===== config.mk =====
export PLATFORM = sky130hd
export DESIGN_NAME = dest_tracker
export DESIGN_NICKNAME = d
export VERILOG_FILES = /design/src/rtl/arm_pipe_pkg.sv /design/src/rtl/pend_counter_bank.sv /design/src/rtl/dest_tracker.sv
export SDC_FILE = /design/constraint.sdc
export NUM_CORES = 1
export LEC_CHECK = 0
export CELL_PAD_IN_SITES_DETAIL_PLACEMENT = 1
export CELL_PAD_IN_SITES_GLOBAL_PLACEMENT = 1
export CORE_MARGIN = 2
export CORE_UTILIZATION = 41
export CTS_BUF_LIST = sky130_fd_sc_hd__clkbuf_4
export CTS_CLUSTER_SIZE = 10
export DETAILED_ROUTE_END_ITERATION = 16
export PLACE_DENSITY = 0.89
export SETUP_SLACK_MARGIN = 0.2
export SYNTH_ARGS = -nofsm -noshare
export SYNTH_HDL_FRONTEND = slang
export SYNTH_HIERARCHICAL = 1
export SYNTH_SLANG_ARGS = --single-unit

===== constraint.sdc =====
create_clock -name clk -period 3.4 [get_ports clk]
set_input_delay 0.68 -clock clk [delete_from_list [all_inputs] [get_ports clk]]
set_output_delay 0.68 -clock clk [all_outputs]
set_load 0.01 [all_outputs]

===== src/rtl/arm_pipe_pkg.sv =====
// Shared ARM pipeline types: register index sizing and the per-slot
// destination record carried alongside the EXE/MEM/WB pipeline registers.
package arm_pipe_pkg;

  parameter int REG_W    = 4;
  parameter int NUM_REGS = 2 ** REG_W;

  typedef struct packed {
    logic             wb_en;
    logic [REG_W-1:0] dest;
  } dest_slot_t;

  // An empty slot: no write-back and a zeroed destination
  localparam dest_slot_t DEST_BUBBLE = '0;

endpackage


===== src/rtl/pend_counter_bank.sv =====
// Bank of NUM_REGS 2-bit up/down counters, one per architectural register.
// Each counter moves by +1 on inc, -1 on dec and holds when both or neither
// are set, so a register entering EXE while it retires from WB nets to zero.
module pend_counter_bank
  import arm_pipe_pkg::*;
(
  input  logic                  clk,
  input  logic                  rst,
  input  logic [NUM_REGS-1:0]   inc,
  input  logic [NUM_REGS-1:0]   dec,
  output logic [NUM_REGS*2-1:0] cnt
);

  // Per-register pending-write counters
  always_ff @(posedge clk or posedge rst) begin
    if (rst) begin
      cnt <= '0;
    end else begin
      for (int r = 0; r < NUM_REGS; r++) begin
        if (inc[r] && !dec[r])
          cnt[2*r +: 2] <= cnt[2*r +: 2] + 2'd1;
        else if (dec[r] && !inc[r])
          cnt[2*r +: 2] <= cnt[2*r +: 2] - 2'd1;
      end
    end
  end

endmodule


===== src/rtl/dest_tracker.sv =====
// Destination tracker for the EXE, MEM and WB slots of the 5-stage pipeline.
// Shifts {wb_en, dest} records in lockstep with the pipeline registers,
// keeps a pending-write count per register and counts hazard bubbles.
module dest_tracker
  import arm_pipe_pkg::*;
#(
  parameter int CNT_W = 16
)
(
  input  logic                  clk,
  input  logic                  rst,
  input  logic                  id_valid,
  input  logic                  id_wb_en,
  input  logic [REG_W-1:0]      id_dest,
  input  logic                  hazard,
  input  logic                  branch_taken,
  input  logic                  freeze,
  output logic [REG_W-1:0]      EXE_Dest,
  output logic                  EXE_WB_EN,
  output logic [REG_W-1:0]      Mem_Dest,
  output logic                  MEM_WB_EN,
  output logic [REG_W-1:0]      WB_Dest,
  output logic                  WB_WB_EN,
  output logic [NUM_REGS*2-1:0] pend_cnt,
  output logic [NUM_REGS-1:0]   busy_mask,
  output logic [CNT_W-1:0]      bubble_cnt
);

  dest_slot_t          exe_slot_p0;
  dest_slot_t          mem_slot_p1;
  dest_slot_t          wb_slot_p2;
  dest_slot_t          id_slot;
  logic                accept;
  logic                count_bubble;
  logic [NUM_REGS-1:0] inc_vec;
  logic [NUM_REGS-1:0] dec_vec;

  function automatic logic [CNT_W-1:0] sat_inc(input logic [CNT_W-1:0] v);
    return (&v) ? v : v + {{(CNT_W-1){1'b0}}, 1'b1};
  endfunction

  // Admission decision and pending-count increment/decrement vectors
  always_comb begin
    accept       = !freeze && id_valid && !hazard && !branch_taken;
    count_bubble = !freeze && hazard && id_valid;
    id_slot      = DEST_BUBBLE;
    id_slot.wb_en = id_wb_en;
    id_slot.dest  = id_wb_en ? id_dest : '0;
    inc_vec      = '0;
    dec_vec      = '0;
    if (accept && id_wb_en)
      inc_vec[id_dest] = 1'b1;
    // WB is overwritten on every unfrozen edge, retiring its write
    if (!freeze && wb_slot_p2.wb_en)
      dec_vec[wb_slot_p2.dest] = 1'b1;
  end

  // ---- ID -> EXE (p0) -> MEM (p1) -> WB (p2) slot shift chain ----
  always_ff @(posedge clk or posedge rst) begin
    if (rst) begin
      exe_slot_p0 <= DEST_BUBBLE;
      mem_slot_p1 <= DEST_BUBBLE;
      wb_slot_p2  <= DEST_BUBBLE;
    end else if (!freeze) begin
      wb_slot_p2  <= mem_slot_p1;
      mem_slot_p1 <= exe_slot_p0;
      exe_slot_p0 <= accept ? id_slot : DEST_BUBBLE;
    end
  end

  // Saturating count of hazard-induced bubbles
  always_ff @(posedge clk or posedge rst) begin
    if (rst)
      bubble_cnt <= '0;
    else if (count_bubble)
      bubble_cnt <= sat_inc(bubble_cnt);
  end

  pend_counter_bank u_pend (
    .clk (clk),
    .rst (rst),
    .inc (inc_vec),
    .dec (dec_vec),
    .cnt (pend_cnt)
  );

  // Busy whenever any slot holds a pending write to the register
  always_comb begin
    for (int r = 0; r < NUM_REGS; r++)
      busy_mask[r] = |pend_cnt[2*r +: 2];
  end

  assign EXE_Dest  = exe_slot_p0.dest;
  assign EXE_WB_EN = exe_slot_p0.wb_en;
  assign Mem_Dest  = mem_slot_p1.dest;
  assign MEM_WB_EN = mem_slot_p1.wb_en;
  assign WB_Dest   = wb_slot_p2.dest;
  assign WB_WB_EN  = wb_slot_p2.wb_en;

endmodule


==> flow_metrics.py, run 1 <==
metrics = {
    "route": {
        "drtAntennaViolNets": 0,
        "wl_um": 8140,
        "viasPerCell": 4.99,
        "dr_total_vias": 2565,
        "drt_iter0_drc": 74,
        "wire_per_inst_um": 15.8,
        "drtPass1Iterations": 4,
        "route.detailed.drc": 0,
    },
    "pwr": {
        "pwr-share-seq": 0.498,
        "p_comb_frac": 0.281,
        "p_leak_nw": 2.09,
        "cellPowerDensity_nw_per_um2": 435,
        "switching_share": 0.312,
        "ir_drop_v": 0.000350,
        "clkPwrFrac": 0.221,
        "p_int_mw": 1.32,
        "p_sw_mw": 0.597,
    },
    "critical_path": {
        "cp.arrival_ps": 2910,
        "worstSetupStartpointType": "input port",
        "worstSetupPathType": "input port to flip-flop",
        "end_kind": "flip-flop",
        "crit_chain": "clkdlybuf4s50_1 -> nor4_4 -> or3b_1 -> nor3_1 -> ha_1 -> nor2_1 -> xor2_1",
        "cp.buffers_inverters": 1,
        "crit_path_top_delay_cell": "clkdlybuf4s50_1",
        "crit_path_max_incr_delay_ps": 570,
        "critPathTopFamily": "simple AND/OR/NAND/NOR gates",
        "required_ps": 3720,
        "cp_max_fo": 7,
    },
    "grt": {
        "grt_pass1_vias": 2679,
        "use_met3": 0.0459,
        "grt_max_degree": 33,
        "grt_pass1_wl_um": 13800,
        "antenna_found_initial": 0,
        "gr-max-usage-layer": "met2",
        "grt_use_met2": 0.352,
        "met1_usage": 0.260,
        "grtUsageTotal": 0.204,
        "gr-total-overflow": 0,
    },
    "timing": {
        "rsz0062_at_grt": "false",
        "max_freq_ghz": 0.385,
        "drv_slew": 0,
        "finalCritPeriodShare": 0.764,
        "fin_ws_ps": 804,
        "finClkSkew_ps": 9.48,
        "final_hold_viol_count": 0,
        "fin_crit_ps": 2600,
        "fin_setup_tns_ps": 0,
        "setup_violations": 0,
        "tightest_slew_ps": 433,
        "hold-worst-slack_ps": 484,
        "maxSlewHeadroom": 0.709,
    },
    "layout": {
        "antennaDiodeCount": 0,
        "final_common_cell": "clkdlybuf4s50_1",
        "drive_gt1_frac": 0.126,
        "multi_input_area_um2": 1600,
        "layout.nets": 435,
        "final-instance-count-excl-fill": 514,
        "syn_to_final_growth_pct": 35.1,
        "final_cell_mix": "89 x clkdlybuf4s50_1, 63 x dfrtp_1, 47 x nor2_1",
        "nFillCells": 864,
        "seq_area_um2": 1580,
    },
    "yosys": {
        "synth_area_leaders": "dfrtp_1 48%, xor2_1 9.7%, ha_1 6.5%, xnor2_1 6.2%, nor2_1 5.4%",
        "ys_types": 33,
        "yosysSeqAreaShare": 0.484,
        "netlist.area_leader.share": 0.484,
        "syn-num-nets": 334,
        "yosys.area.top_type": "dfrtp_1",
        "syn_area_um2": 3260,
        "ys_warn_count": 6,
        "syn_inst": 306,
        "synth.ff_latch_count": 63,
        "synth.avg_cell_area_um2": 10.6,
    },
    "cts": {
        "cts_tree": "built",
        "path_clk_slew_ps": 90,
        "cts_hold_buffers": 0,
        "cts_sinks": 63,
        "ctsResizeCount": 0,
        "cts_made_buffers": 9,
        "clock_latency_ps": 410,
        "cts_max_level": 3,
        "postCtsSetupRepairBufs": 0,
        "cts_buffer_depth": 2,
        "root_buffer": "clkbuf_4",
    },
    "place": {
        "routabilityCongestion": 0.816,
        "hpwlAfterDp_um": 6370,
        "place_inst": 498,
        "io_buffers": 89,
        "pre_cts_slack_ps": 416,
    },
    "die": {
        "coreArea_um2": 7730,
        "die_w_um": 93.1,
        "die_h_um": 93.1,
        "row_count": 32,
        "start_util": 0.422,
        "pin_count": 90,
        "dieArea_um2": 8680,
    },
    "worst_hold_path": {
        "holdCritPathClass": "flip-flop to flip-flop",
    },
    "flow_run": {
        "cap_viol_max_count": 0,
    },
    "outcome": {
        "outcome": "complete, no violations",
    },
}
through the flow:
| stage | total power [mW] | instance area (um^2) | utilization |
|---|---|---|---|
| 2_1_floorplan | 1.17 | 3260 | - |
| 4_1_cts | 1.95 | 4400 | 0.570 |
| 3_5_place_dp | 1.51 | 4290 | 0.556 |
| 5_1_grt | 2.03 | 4400 | 0.570 |
| 3_3_place_gp | 1.48 | 4290 | 0.556 |
| 6_report | 1.92 | 4400 | 0.570 |
cell families (layout without fill, tap and decap cells):
group                      Yosys count  count (layout)  share of synthesized area
DFF                                 63              63                      0.484
buffers and inverters               21             127                     0.0246
xor gates and xnor gates            59              59                      0.159
adders and majority gates           17              17                     0.0653
and+or+nand+nor                    123             123                      0.204
muxes                               11              11                     0.0380
AOI/OAI and AO/OA                   12              12                     0.0253
final timing paths:
path / startpoint / end / slack, ps / cells after the start
max in group asynchronous: rst / Mem_Dest[3] / 2410 / 3
min in group asynchronous: rst / u_pend/cnt[11] / 680 / 3
setup / recovery: freeze / u_pend/cnt[1] / 800 / 7
hold reg to reg: u_pend/cnt[31] / u_pend/cnt[31] / 480 / 1
hold / removal: u_pend/cnt[31] / u_pend/cnt[31] / 480 / 1
setup reg to reg: WB_WB_EN / u_pend/cnt[9] / 1430 / 8
Yosys cell counts:
cell type and n:
clkbuf_1 1, and2_1 1, or3b_2 1, and3_1 4, buf_1 1, ha_1 17, nor4_4 1, dfrtp_1 63
a31oi_1 1, nand4_1 6, mux2_2 11, inv_1 18, a21oi_1 5, nor2_1 47, nand4b_1 2, and3b_1 1
or2_2 16, xnor2_1 23, xor2_1 36, or3_1 1, buf_2 1, a21o_1 1, or3b_1 1, a41oi_1 1
nor4_2 2, nand4_2 2, nor3_1 13, a22o_1 4, or4_4 1, nand2_1 11, nand2b_1 5, nand3_1 4
nand3b_1 4
routing by layer:
metal | vias up | part of all wire
li1 | 1219 | -
met1 | 1270 | 0.43
met2 | 67 | 0.51
met3 | 9 | 0.047
met4 | 0 | 0.010
met5 | - | 0
power groups by stage:
stage / Sequential (mW) / Combinational (mW) / Clock (mW)
after detailed placement: 0.969 / 0.546 / 0
after floorplan: 0.980 / 0.191 / 0
after CTS: 0.955 / 0.548 / 0.442
after global placement: 0.960 / 0.519 / 0
after global routing: 0.972 / 0.582 / 0.474
final: 0.954 / 0.538 / 0.423
registers in the layout (all words and copies together) (netlist names):
signal,count
WB_WB_EN,1
Mem_Dest,4
EXE_Dest,4
EXE_WB_EN,1
WB_Dest,4
MEM_WB_EN,1
u_pend/cnt,32
bubble_cnt,16
layout make-up:
cell class / count / share of cell area
Tap cell: 102 / 0.0290
Clock buffer: 11 / 0.0188
Sequential cell: 63 / 0.358
Inverter: 18 / 0.0153
Clock inverter: 5 / 0.00569
Timing Repair Buffer: 93 / 0.209
Multi-Input combinational cell: 222 / 0.364
(Power assumes the default switching activity.)
==> inputs of run 2 (changes only) <==
CORE_UTILIZATION = 38   (was 41)
PLACE_DENSITY = 0.83   (was 0.89)
clock period = 2.5 ns   (was 3.4 ns; I/O delays follow)
==> run 2 against run 1 <==
  * Combinational power increased by 37%
  * First-iteration DRC count decreased by 1.4%
  * Worst setup slack worse by 540 ps
  * Worst hold slack worse by 11 ps
  * Total power rose by 42%
  * Design area grew 1.7%
  * Flip-flop and latch count unchanged
  * Clock power up 62%
  * Critical path depth grew 1
  * Clock-buffer cell count did not move
  * Register-to-register slack worse by 840 ps
  * Critical endpoint is now u_pend/cnt[7]
  * Highest routed layer unchanged
==> flow_metrics.py, run 2 (synthesis results as in run 1) <==
metrics = {
    "outcome": {
        "outcome": "complete, no violations",
    },
    "place": {
        "io_buffers": 89,
        "routabilityCongestion": 0.809,
        "place_inst": 505,
        "place_area_um2": 4330,
        "hpwlAfterDp_um": 6450,
        "pre_cts_slack_ps": -200,
    },
    "grt": {
        "grt_pass1_wl_um": 13300,
        "grt_pass1_vias": 2753,
        "gr-total-overflow": 0,
        "antenna_found_initial": 0,
        "grt_max_degree": 32,
        "grtUsageTotal": 0.188,
    },
    "cts": {
        "cts_made_buffers": 9,
        "root_buffer": "clkbuf_4",
        "cts_sinks": 63,
        "postCtsSetupRepairBufs": 0,
        "cts_tree": "built",
        "clock_latency_ps": 410,
        "path_clk_slew_ps": 110,
        "cts_max_level": 3,
        "cts_buffer_depth": 2,
    },
    "die": {
        "pin_count": 90,
        "start_util": 0.395,
        "row_count": 33,
        "dieArea_um2": 9330,
        "die_h_um": 96.6,
        "coreArea_um2": 8260,
        "die_w_um": 96.6,
    },
    "critical_path": {
        "worstSetupPathType": "input port to flip-flop",
        "cp_max_fo": 8,
        "crit_path_max_incr_delay_ps": 500,
        "r2r_cells": 8,
        "crit_path_top_delay_cell": "clkdlybuf4s50_1",
        "crit_chain": "clkdlybuf4s50_1 -> nor4_4 -> buf_4 -> nand3_1 -> nor3_1 -> ha_1 -> nor2_1 -> xor2_1",
        "end_kind": "flip-flop",
        "worstSetupStartpointType": "input port",
        "required_ps": 2840,
        "cp.arrival_ps": 2580,
    },
    "route": {
        "route.detailed.drc": 0,
        "dr_total_vias": 2592,
        "met3_length_um": 381,
        "drtAntennaViolNets": 0,
        "wl_met2_um": 4000,
        "viasPerCell": 4.98,
        "drtPass1Iterations": 4,
        "wire_per_inst_um": 15.8,
        "top_layer": "met4",
        "wl_met1_um": 3680,
        "drt_iter0_drc": 73,
        "wl_um": 8210,
    },
    "layout": {
        "nFillCells": 908,
        "antennaDiodeCount": 0,
        "syn_to_final_growth_pct": 37.4,
        "final_cell_mix": "89 x clkdlybuf4s50_1, 63 x dfrtp_1, 47 x nor2_1",
        "regMostFlops": "u_pend/cnt",
        "final_area_um2": 4480,
        "final-instance-count-excl-fill": 521,
        "reg_top3": "u_pend/cnt: 32 flops, bubble_cnt: 16 flops",
        "largest_reg_flops": 32,
        "final_common_cell": "clkdlybuf4s50_1",
        "layout.nets": 439,
        "drive_gt1_frac": 0.147,
        "finish.utilization": 0.542,
    },
    "pwr": {
        "ir_drop_v": 0.000562,
        "cellPowerDensity_nw_per_um2": 608,
        "power_mw": 2.72,
        "p_leak_nw": 2.13,
    },
    "timing": {
        "fin_crit_ps": 2240,
        "finClkSkew_ps": 12.4,
        "rsz0062_at_grt": "true",
        "tightest_slew_ps": 449,
        "finalCritPeriodShare": 0.896,
        "drv_slew": 0,
        "fin_ws_ps": 260,
        "final_hold_viol_count": 0,
        "setup_violations": 0,
        "max_freq_ghz": 0.446,
        "maxSlewHeadroom": 0.698,
    },
    "flow_run": {
        "cap_viol_max_count": 0,
    },
    "worst_hold_path": {
        "holdCritPathClass": "input port to async pin",
    },
}
==> run 2: cell count changes in the layout (fill, tap and decap cells not counted) <==
cell,before,now
nor3_1,13,10
or3b_4,0,1
buf_4,4,8
clkinv_2,2,3
clkinvlp_4,1,0
nor3_2,0,3
bufinv_16,0,1
clkinv_1,2,1
or3b_1,1,0
==> run 2: final timing paths <==
path / start / endpoint / slack, ps
setup / recovery: freeze / u_pend/cnt[7] / 260
hold / removal: rst / u_pend/cnt[9] / 470
setup reg to reg: WB_WB_EN / u_pend/cnt[9] / 590
hold reg to reg: u_pend/cnt[11] / u_pend/cnt[11] / 490
max in group asynchronous: rst / bubble_cnt[6] / 1680
min in group clk: u_pend/cnt[11] / u_pend/cnt[11] / 490
==> run 2: final cells by class <==
type	instances	area (um^2)	area share
clock buffers	11	82.6	0.0184
clock inverters	5	48.8	0.0109
inverters	18	67.6	0.0151
multi-input cells	222	1620	0.362
flip-flops and latches	63	1580	0.352
well taps	105	131	0.0293
repair buffers	97	951	0.212
==> run 2: what timing repair did <==
action	CTS	global route
resized for setup	0	4
hold buffers	0	0
endpoints found under the setup margin	0	7
==> run 2: critical path: cells and delay by family <==
family                     cells  cell delay (ps)
adders and majority gates      1              310
buffers and inverters          2              710
and+or+nand+nor                4              910
xor gates and xnor gates       1              150
==> run 2: metal layers <==
metal | up-vias | track usage
met5 | - | 0
met1 | 1279 | 0.244
met2 | 72 | 0.314
met4 | 0 | 0.0751
met3 | 12 | 0.0334
li1 | 1229 | -
==> run 2: metrics by stage <==
| step | hold slack (ps) | setup TNS (ps) |
|---|---|---|
| final | 473 | 0 |
| after global routing | 481 | 0 |
| after CTS | 437 | 0 |
| after detailed placement | 476 | -1520 |
| after global placement | 471 | -325 |
| after floorplan | 516 | 0 |
==> run 2: report_power, final <==
group / internal, mW / switching [mW]
Clock: 0.320 / 0.366
Sequential: 1.13 / 0.167
Combinational: 0.445 / 0.290
==> inputs of run 3 (changes only) <==
clock period = 2.4 ns   (was 2.5 ns; I/O delays follow)
==> run 3 against run 2 <==
  * Sequential power up 4%
  * Total power up 7.6%
  * Flip-flop and latch count unchanged
  * Worst hold slack worse by 29 ps
  * Critical path type unchanged
==> flow_metrics.py, run 3 (synthesis results as in run 1) <==
metrics = {
    "timing": {
        "finalCritPeriodShare": 0.900,
        "rsz0062_at_grt": "true",
        "fin_setup_tns_ps": 0,
        "drv_slew": 0,
        "fin_crit_ps": 2160,
        "maxSlewHeadroom": 0.700,
        "setup_violations": 0,
        "hold-worst-slack_ps": 444,
        "tightest_slew_ps": 447,
        "max_freq_ghz": 0.463,
        "final_hold_viol_count": 0,
        "finClkSkew_ps": 14.5,
    },
    "place": {
        "routabilityCongestion": 0.808,
        "hpwlAfterDp_um": 6430,
        "place_area_um2": 4330,
        "place_inst": 505,
        "io_buffers": 89,
    },
    "worst_hold_path": {
        "holdCritPathClass": "input port to async pin",
    },
    "route": {
        "viasPerCell": 5.03,
        "route.detailed.drc": 0,
        "wl_um": 8400,
        "drt_iter0_drc": 70,
        "wire_per_inst_um": 16.1,
        "dr_total_vias": 2620,
        "drtPass1Iterations": 4,
        "drtAntennaViolNets": 0,
    },
    "grt": {
        "grt_max_degree": 32,
        "use_met3": 0.0310,
        "grt_pass1_vias": 2591,
        "antenna_found_initial": 0,
        "grt_pass1_wl_um": 13200,
        "grt_use_met2": 0.315,
        "grtUsageTotal": 0.188,
        "gr-total-overflow": 0,
        "met1_usage": 0.248,
        "gr-max-usage-layer": "met2",
    },
    "cts": {
        "cts_max_level": 3,
        "root_buffer": "clkbuf_4",
        "cts_tree": "built",
        "cts_made_buffers": 9,
        "cts_sinks": 63,
        "postCtsSetupRepairBufs": 0,
        "cts_buffer_depth": 2,
        "path_clk_slew_ps": 110,
        "clock_latency_ps": 400,
        "cts_hold_buffers": 0,
    },
    "layout": {
        "final-instance-count-excl-fill": 521,
        "antennaDiodeCount": 0,
        "layout.nets": 439,
        "regMostFlops": "u_pend/cnt",
        "final_common_cell": "clkdlybuf4s50_1",
        "reg_top3": "u_pend/cnt: 32 flops, bubble_cnt: 16 flops",
        "largest_reg_flops": 32,
        "final_cell_mix": "88 x clkdlybuf4s50_1, 63 x dfrtp_1, 47 x nor2_1",
        "final_area_um2": 4490,
        "drive_gt1_frac": 0.142,
        "syn_to_final_growth_pct": 37.9,
    },
    "die": {
        "dieArea_um2": 9330,
        "die_w_um": 96.6,
        "die_h_um": 96.6,
        "start_util": 0.395,
        "pin_count": 90,
        "row_count": 33,
        "coreArea_um2": 8260,
    },
    "critical_path": {
        "critPathLaunch": "hazard",
        "reg2reg_to": "u_pend/cnt[9]",
        "cp.arrival_ps": 2450,
        "worstSetupPathType": "input port to flip-flop",
        "r2r_cells": 8,
        "worstSetupStartpointType": "input port",
        "end_kind": "flip-flop",
        "reg2reg_from": "WB_WB_EN",
        "rrSetupSlack_ps": 410,
        "cp_max_fo": 4,
        "required_ps": 2690,
    },
    "outcome": {
        "outcome": "complete, no violations",
    },
    "pwr": {
        "power_mw": 2.93,
        "ir_drop_v": 0.000479,
        "p_leak_nw": 2.14,
        "cellPowerDensity_nw_per_um2": 652,
    },
    "flow_run": {
        "cap_viol_max_count": 0,
    },
}
-- run 3: cell count changes in the layout (fill, tap and decap cells not counted), sizes merged --
cell / delta
dlygate4sd2: +1
bufinv: +1
clkdlybuf4s50: -1
clkinv: -1
-- run 3: cell type report --
type / count / area, um^2
clock buffer: 11 / 82.6
clock inverter: 5 / 72.6
fill: 939 / 3760
inverter: 18 / 67.6
multi-input combinational: 222 / 1610
sequential: 63 / 1580
tap: 105 / 131
timing repair buffer: 97 / 950
-- run 3: how the worst max path moves through the flow --
stage / to / slack, ps / cells after the start
2_1_floorplan: u_pend/cnt[1] / 310 / 7
3_3_place_gp: u_pend/cnt[1] / -170 / 8
3_5_place_dp: u_pend/cnt[9] / -300 / 9
4_1_cts: u_pend/cnt[1] / 260 / 8
5_1_grt: u_pend/cnt[7] / 130 / 8
6_report: u_pend/cnt[1] / 240 / 8
-- run 3: repair_timing --
action	CTS	global route
pin swaps	0	0
gates resized for setup	2	2
endpoints found under the setup margin	2	4
-- run 3: layer usage --
metal | vias up | part of all wire
met2 | 81 | 0.50
li1 | 1228 | -
met4 | 0 | 0.012
met1 | 1302 | 0.44
met3 | 9 | 0.043
met5 | - | 0
-- run 3: metrics by stage --
step,worst slack [ps],utilization
floorplan,309,-
global placement,-166,0.524
detailed placement,-296,0.524
global route,128,0.544
CTS,263,0.543
finish,241,0.544
-- run 3: power breakdown --
group | switching, mW | total, mW | internal, mW
combinational | 0.297 | 0.759 | 0.462
sequential | 0.168 | 1.35 | 1.18
clock | 0.381 | 0.820 | 0.439
-- run 3: critical path, stage by stage --
cell             delay (ps)
clkdlybuf4s50_1         460
nor4_4                  300
or3b_4                  450
nor3_1                  180
ha_1                    190
xor2_1                  180
nor2_1                   70
xor2_1                  140
